<file path="src/rtl/id_ex_stage.sv">
// ID/EX pipeline register with load-use / branch hazard detection.
// Computes the ID-stage destination, Tnew and Tuse values, raises a
// combinational stall against the producers held in EX and MEM, and inserts
// a bubble into EX while stalled. MEM-stage destination/Tnew tracking lives
// here as well so the hazard check sees both older producers.
// Optional feature: define STALL_COUNT_EN to add a saturating stall counter.
module id_ex_stage (
    input  logic        clk,
    input  logic        reset,
    input  logic [31:0] id_instr,
    input  logic [31:0] id_pc,
    input  logic [31:0] id_rs_data,
    input  logic [31:0] id_rt_data,
    input  logic [31:0] id_imm,
    input  logic [10:0] id_ctrl,
    input  logic        id_branch_reg,
    input  logic        id_branch_ext32,
    output logic        stall,
    output logic [10:0] ex_ctrl,
    output logic [31:0] ex_pc,
    output logic [31:0] ex_rs_data,
    output logic [31:0] ex_rt_data,
    output logic [31:0] ex_imm,
    output logic [4:0]  ex_a3,
    output logic [4:0]  mem_a3,
    output logic [1:0]  ex_tnew,
    output logic [1:0]  mem_tnew
`ifdef STALL_COUNT_EN
    ,
    output logic [31:0] stall_count
`endif
);

    // Hazard against one older producer: source is live, matches, and the
    // value will not exist in time for when this instruction needs it.
    function automatic logic dep_hazard(input logic [4:0] src,
                                        input logic [1:0] tuse,
                                        input logic [4:0] dst,
                                        input logic [1:0] tnew);
        return (src != 5'd0) && (src == dst) && (tuse < tnew);
    endfunction

    logic [4:0]  rs_s, rt_s, rd_s, a3_s;
    logic [1:0]  reg_dst_s, mem_to_reg_s;
    logic        reg_write_s, mem_read_s, mem_write_s;
    logic [1:0]  tnew_s, tuse_rs_s, tuse_rt_s;
    logic        hazard_rs_s, hazard_rt_s;

    logic [10:0] ex_ctrl_r;
    logic [31:0] ex_pc_r, ex_rs_data_r, ex_rt_data_r, ex_imm_r;
    logic [4:0]  ex_a3_r, mem_a3_r;
    logic [1:0]  ex_tnew_r, mem_tnew_r;

    assign rs_s         = id_instr[25:21];
    assign rt_s         = id_instr[20:16];
    assign rd_s         = id_instr[15:11];
    assign reg_dst_s    = id_ctrl[7:6];
    assign reg_write_s  = id_ctrl[4];
    assign mem_read_s   = id_ctrl[3];
    assign mem_write_s  = id_ctrl[2];
    assign mem_to_reg_s = id_ctrl[1:0];

    // Decode destination register, result latency and operand-use times.
    always_comb begin
        a3_s      = 5'd0;
        tnew_s    = 2'd0;
        tuse_rs_s = 2'd1;
        tuse_rt_s = 2'd1;
        if (reg_write_s) begin
            case (reg_dst_s)
                2'b00:   a3_s = rt_s;
                2'b01:   a3_s = rd_s;
                2'b10:   a3_s = 5'd31;
                default: a3_s = 5'd0;
            endcase
        end else begin
            a3_s = 5'd0;
        end
        if (mem_read_s) begin
            tnew_s = 2'd2;
        end else if (mem_to_reg_s == 2'b10) begin
            tnew_s = 2'd0;      // jal: link value is ready in ID
        end else if (reg_write_s) begin
            tnew_s = 2'd1;
        end else begin
            tnew_s = 2'd0;
        end
        if (id_branch_reg || id_branch_ext32) begin
            tuse_rs_s = 2'd0;
        end else begin
            tuse_rs_s = 2'd1;
        end
        if (id_branch_ext32) begin
            tuse_rt_s = 2'd0;
        end else if (mem_write_s) begin
            tuse_rt_s = 2'd2;   // store data is only needed in MEM
        end else begin
            tuse_rt_s = 2'd1;
        end
    end

    // Stall when either source depends on an unfinished EX or MEM producer.
    always_comb begin
        hazard_rs_s = dep_hazard(rs_s, tuse_rs_s, ex_a3_r, ex_tnew_r) ||
                      dep_hazard(rs_s, tuse_rs_s, mem_a3_r, mem_tnew_r);
        hazard_rt_s = dep_hazard(rt_s, tuse_rt_s, ex_a3_r, ex_tnew_r) ||
                      dep_hazard(rt_s, tuse_rt_s, mem_a3_r, mem_tnew_r);
    end

    assign stall = hazard_rs_s || hazard_rt_s;

    // ID/EX register: load the ID instruction, or a bubble while stalled;
    // the EX producer always advances into the MEM tracking slot.
    always_ff @(posedge clk) begin
        if (reset) begin
            ex_ctrl_r    <= 11'd0;
            ex_pc_r      <= 32'd0;
            ex_rs_data_r <= 32'd0;
            ex_rt_data_r <= 32'd0;
            ex_imm_r     <= 32'd0;
            ex_a3_r      <= 5'd0;
            ex_tnew_r    <= 2'd0;
            mem_a3_r     <= 5'd0;
            mem_tnew_r   <= 2'd0;
        end else begin
            if (stall) begin
                ex_ctrl_r    <= 11'd0;
                ex_pc_r      <= 32'd0;
                ex_rs_data_r <= 32'd0;
                ex_rt_data_r <= 32'd0;
                ex_imm_r     <= 32'd0;
                ex_a3_r      <= 5'd0;
                ex_tnew_r    <= 2'd0;
            end else begin
                ex_ctrl_r    <= id_ctrl;
                ex_pc_r      <= id_pc;
                ex_rs_data_r <= id_rs_data;
                ex_rt_data_r <= id_rt_data;
                ex_imm_r     <= id_imm;
                ex_a3_r      <= a3_s;
                ex_tnew_r    <= tnew_s;
            end
            mem_a3_r   <= ex_a3_r;
            mem_tnew_r <= (ex_tnew_r == 2'd0) ? 2'd0 : ex_tnew_r - 2'd1;
        end
    end

    assign ex_ctrl    = ex_ctrl_r;
    assign ex_pc      = ex_pc_r;
    assign ex_rs_data = ex_rs_data_r;
    assign ex_rt_data = ex_rt_data_r;
    assign ex_imm     = ex_imm_r;
    assign ex_a3      = ex_a3_r;
    assign ex_tnew    = ex_tnew_r;
    assign mem_a3     = mem_a3_r;
    assign mem_tnew   = mem_tnew_r;

`ifdef STALL_COUNT_EN
    logic [31:0] stall_count_r;

    // Count stalled edges, holding at the maximum instead of wrapping.
    always_ff @(posedge clk) begin
        if (reset) begin
            stall_count_r <= 32'd0;
        end else if (stall && (stall_count_r != 32'hFFFF_FFFF)) begin
            stall_count_r <= stall_count_r + 32'd1;
        end else begin
            stall_count_r <= stall_count_r;
        end
    end

    assign stall_count = stall_count_r;
`endif

endmodule

</file>
<file path="config.mk">
export PLATFORM = sky130hd
export DESIGN_NAME = id_ex_stage
export DESIGN_NICKNAME = d
export VERILOG_FILES = /design/src/rtl/id_ex_stage.sv
export SDC_FILE = /design/constraint.sdc
export NUM_CORES = 1
export LEC_CHECK = 0
export BUFFER_PORTS_ARGS = -buffer_cell sky130_fd_sc_hd__buf_2
export CELL_PAD_IN_SITES_DETAIL_PLACEMENT = 0
export CELL_PAD_IN_SITES_GLOBAL_PLACEMENT = 1
export CORE_ASPECT_RATIO = 0.8
export CORE_MARGIN = 8
export CORE_UTILIZATION = 32
export CTS_BUF_LIST = sky130_fd_sc_hd__clkbuf_8
export DETAILED_ROUTE_END_ITERATION = 16
export PLACE_DENSITY_LB_ADDON = 0.12
export SLEW_MARGIN = 10
export SYNTH_ARGS = -nofsm -noshare
export SYNTH_HDL_FRONTEND = slang
export SYNTH_SLANG_ARGS = --single-unit
</file>
<file path="constraint.sdc">
create_clock -name clk -period 5.38 [get_ports clk]
set_clock_uncertainty 0.05 [all_clocks]
set_input_delay 0.538 -clock clk [delete_from_list [all_inputs] [get_ports clk]]
set_output_delay 0.538 -clock clk [all_outputs]
set_load 0.005 [all_outputs]
</file>
==> metrics.md <==
| Metric | Value |
|---|---|
| Largest net degree at the start of global routing | 61 |
| Overall power after layout | 2293 uW |
| Data arrival time of the critical path | between 2000 and 2500 ps |
| Syn_nets | 565 |
| Multi-input combinational cell area | 0.001425 mm2 |
| Final layout net count | 882 |
| Input/output buffers | 311 |
| CTS tree | built |
| Total CTS buffers | 17 |
| Routed Antenna Nets | 0 |
| Final worst path period need | roughly 2700 ps |
| Peak per-stage delay on the critical path | 380 ps |
| Count leader, synth | dfxtp_1 |
| Vias per cell | just over 4 |
| Final core utilization | 0.4709 |
| Die area | ~0.019 mm2 |
| FP Rows | 39 |
| Synth cell types | 26 |
| Cells after synthesis | 387 |
| Simple-Gate Fraction of Synth Area | 0.2328 |
| Drt drc | 0 |
| H-tree levels | 4 |
| Synth async-reset ratio | 0 |
| Post-CTS setup buffer count | 0 |
| Register area share after synthesis | 0.6584 |
| First-pass GRT wire length | 20580 um |
| Synth Area in Compound Gates | 0.02951 |
| Worst Setup End Kind | primary output |
| Max-cap violations | 0 |
| Synth Area in Adders | 0.008121 |
| Pre-CTS setup slack | 2630 ps |
| Area grow syn2layout | 44.67% |
| Relative slew slack | 0.6485 |
| Worst path slowest cell | dfxtp_1 |
| FMAX | 376.0 MHz |
| EDFF count, synth | 0 |
| Hold_ws | 246.6 ps |
| Setup tns final | 0 ps |
| Gpl congestion | just under 0.8 |
| DP HPWL | 11770 um |
| Synth Cell Area | 0.004622 mm2 |
| Cts hold-fix bufs | 0 |
| R2R depth | 7 |
| Register Area | 0.003043 mm2 |
| Mux share of post-synthesis cell area | 0 |
| Clk_lat worst skew | between 400 and 500 ps |
| Initial DRC count | 142 |
| Core area | 0.01420 mm2 |
| Initial antenna violation count | 2 |
| Post_cts resized | 0 |
| PwrDens | 342.9 mW/mm2 |
| Clock Sink Count | 152 |
| Worst-margin pin slew | 527.3 ps |
| Chip Width | 150.4 um |
| Critical Path RT | ~4800 ps |
| Worst Setup Slack, final | 2720 ps |
| Capturing point of the worst reg2reg path | ex_a3[2]$_SDFF_PP0_ |
| # setup viols final | 0 |
| Drt first pass iters | 4 |
| Drt wl/cell | roughly 16 um |
| Main combinational cell family by area after synthesis | simple AND/OR/NAND/NOR gates |
| Share of the synthesized area in the top cell type | 0.6584 |
| Total I/O pin count | 329 |
| Synthesized area per cell | 11.94 um2 |
| Overall Global Routing Usage | 0.1477 |
| Crit path launch | ex_ctrl[3]$_SDFF_PP0_ |
| Share of cells above drive strength 1 | 0.5202 |
| Starting Density | 0.3255 |
| Synth Warn # | 0 |
| Status | complete, no violations |
| Worst setup endpoint | stall |
| Peak VDD IR | 0.0002747 V |
| Synth cell count leaders | 152 x dfxtp_1, 115 x and2_1, 23 x and2_2, 12 x xor2_1 |
| Leakage Power | 0.003454 uW |
| Drt total wl | between 10000 and 15000 um |
| Gr ovfl total | 0 |
| Min-Delay Path Class | input pin to flip-flop |
| Final hold violations | 0 |
| Die Height | 123.5 um |
| Final period util | 0.4944 |
| Reg2Reg Setup Slack | between 3000 and 4000 ps |
| CP Max Fanout | 3 |
| Main synth FF type | dfxtp_1 |
| Root buffer cell | clkbuf_8 |
| CP cell instances | inv_1 > ha_1 > a211o_1 > o22ai_1 > a22o_2 > buf_2 |
| Reg clk slew, reported paths | ~80 ps |
| Vias | 3632 |
| Post-synthesis register bit count | 152 |
| Post-synthesis xor/xnor area fraction | 0.03790 |
| Yosys top cell by area | dfxtp_1 |
| Reg2reg start | ex_ctrl[3]$_SDFF_PP0_ |
| Setup repair after global routing missed its margin | no |
| Synth top area cells | dfxtp_1 66%, and2_1 16%, and2_2 3.7% |
| Clock Tree Buf Depth | 2 |
| Fillers | 1364 |
| Worst Setup Start Kind | flip-flop |
| Final Max Slew Viols | 0 |
| Vias in the first global route | 3793 |
| Crit path kind | flip-flop to primary output |
per-layer routing:
| layer | routed length [um] | part of all wire | GRT usage |
|---|---|---|---|
| met1 | 5085 | 0.35 | 0.1484 |
| met2 | 6922 | 0.48 | 0.2452 |
| met3 | 2355 | 0.16 | 0.1017 |
| met4 | 112 | 0.0077 | 0.04174 |
| met5 | 27 | 0.0019 | 0 |
final cells by class:
cell class | count | share of cell area
sequential | 152 | 0.4551
inverter | 4 | 0.002246
antenna | 1 | 0.0003743
timing repair buffer | 314 | 0.2362
clock inverter | 13 | 0.01946
tap | 184 | 0.03443
multi-input combinational | 215 | 0.2131
clock buffer | 19 | 0.03911
layout by cell type (no fill, tap or decap), drive strengths merged, types with 6 or more instances in the layout:
cell type	count
and3	6
xnor2	8
xor2	12
o21ai	9
nor2	9
nor2b	7
and2	138
nand2	7
dfxtp	152
inv	7
clkbuf	19
buf	314
clkinv	7
worst max-delay path: cells and delay by family, from the launching register on:
family          cells  cell delay, ps
buf+inv             2             210
fa+ha+maj           1             290
flops               1             380
compound gates      3             760
worst min path at each step:
stage                                endpoint  cells after the start  slack, ps                   from
global placement       mem_tnew[0]$_SDFF_PP0_                      1        440  ex_tnew[0]$_SDFF_PP0_
global route        ex_rs_data[28]$_SDFF_PP0_                      2        200         id_rs_data[28]
finish              ex_rs_data[11]$_SDFF_PP0_                      2        250         id_rs_data[11]
CTS                      ex_pc[12]$_SDFF_PP0_                      2        200              id_pc[12]
floorplan              mem_tnew[0]$_SDFF_PP0_                      1        420  ex_tnew[0]$_SDFF_PP0_
detailed placement     mem_tnew[0]$_SDFF_PP0_                      1        460  ex_tnew[0]$_SDFF_PP0_
power breakdown:
group	internal (uW)	total (uW)	switching (uW)
Clock	434	844	410
Combinational	133	237	104
Sequential	1190	1210	19.5
cells by family after synthesis:
kind of cell,count (synthesis)
and+or+nand+nor,174
DFF,152
xor gates and xnor gates,20
buffers and inverters,20
AOI/OAI and AO/OA,18
adders and majority gates,3
state kept, by name (all words and copies together), names as in the netlist:
signal,cells
ex_ctrl,11
ex_rs_data,32
mem_tnew,2
ex_imm,32
ex_rt_data,32
ex_a3,5
ex_pc,32
mem_a3,5
ex_tnew,1
through the flow:
step / cell area, um2 / std cells
floorplan: 4622 / 387
global placement: 6292 / 869
detailed placement: 6292 / 869
CTS: 6684 / 901
global route: 6684 / 901
finish: 6686 / 902
(Power assumes the default switching activity.)
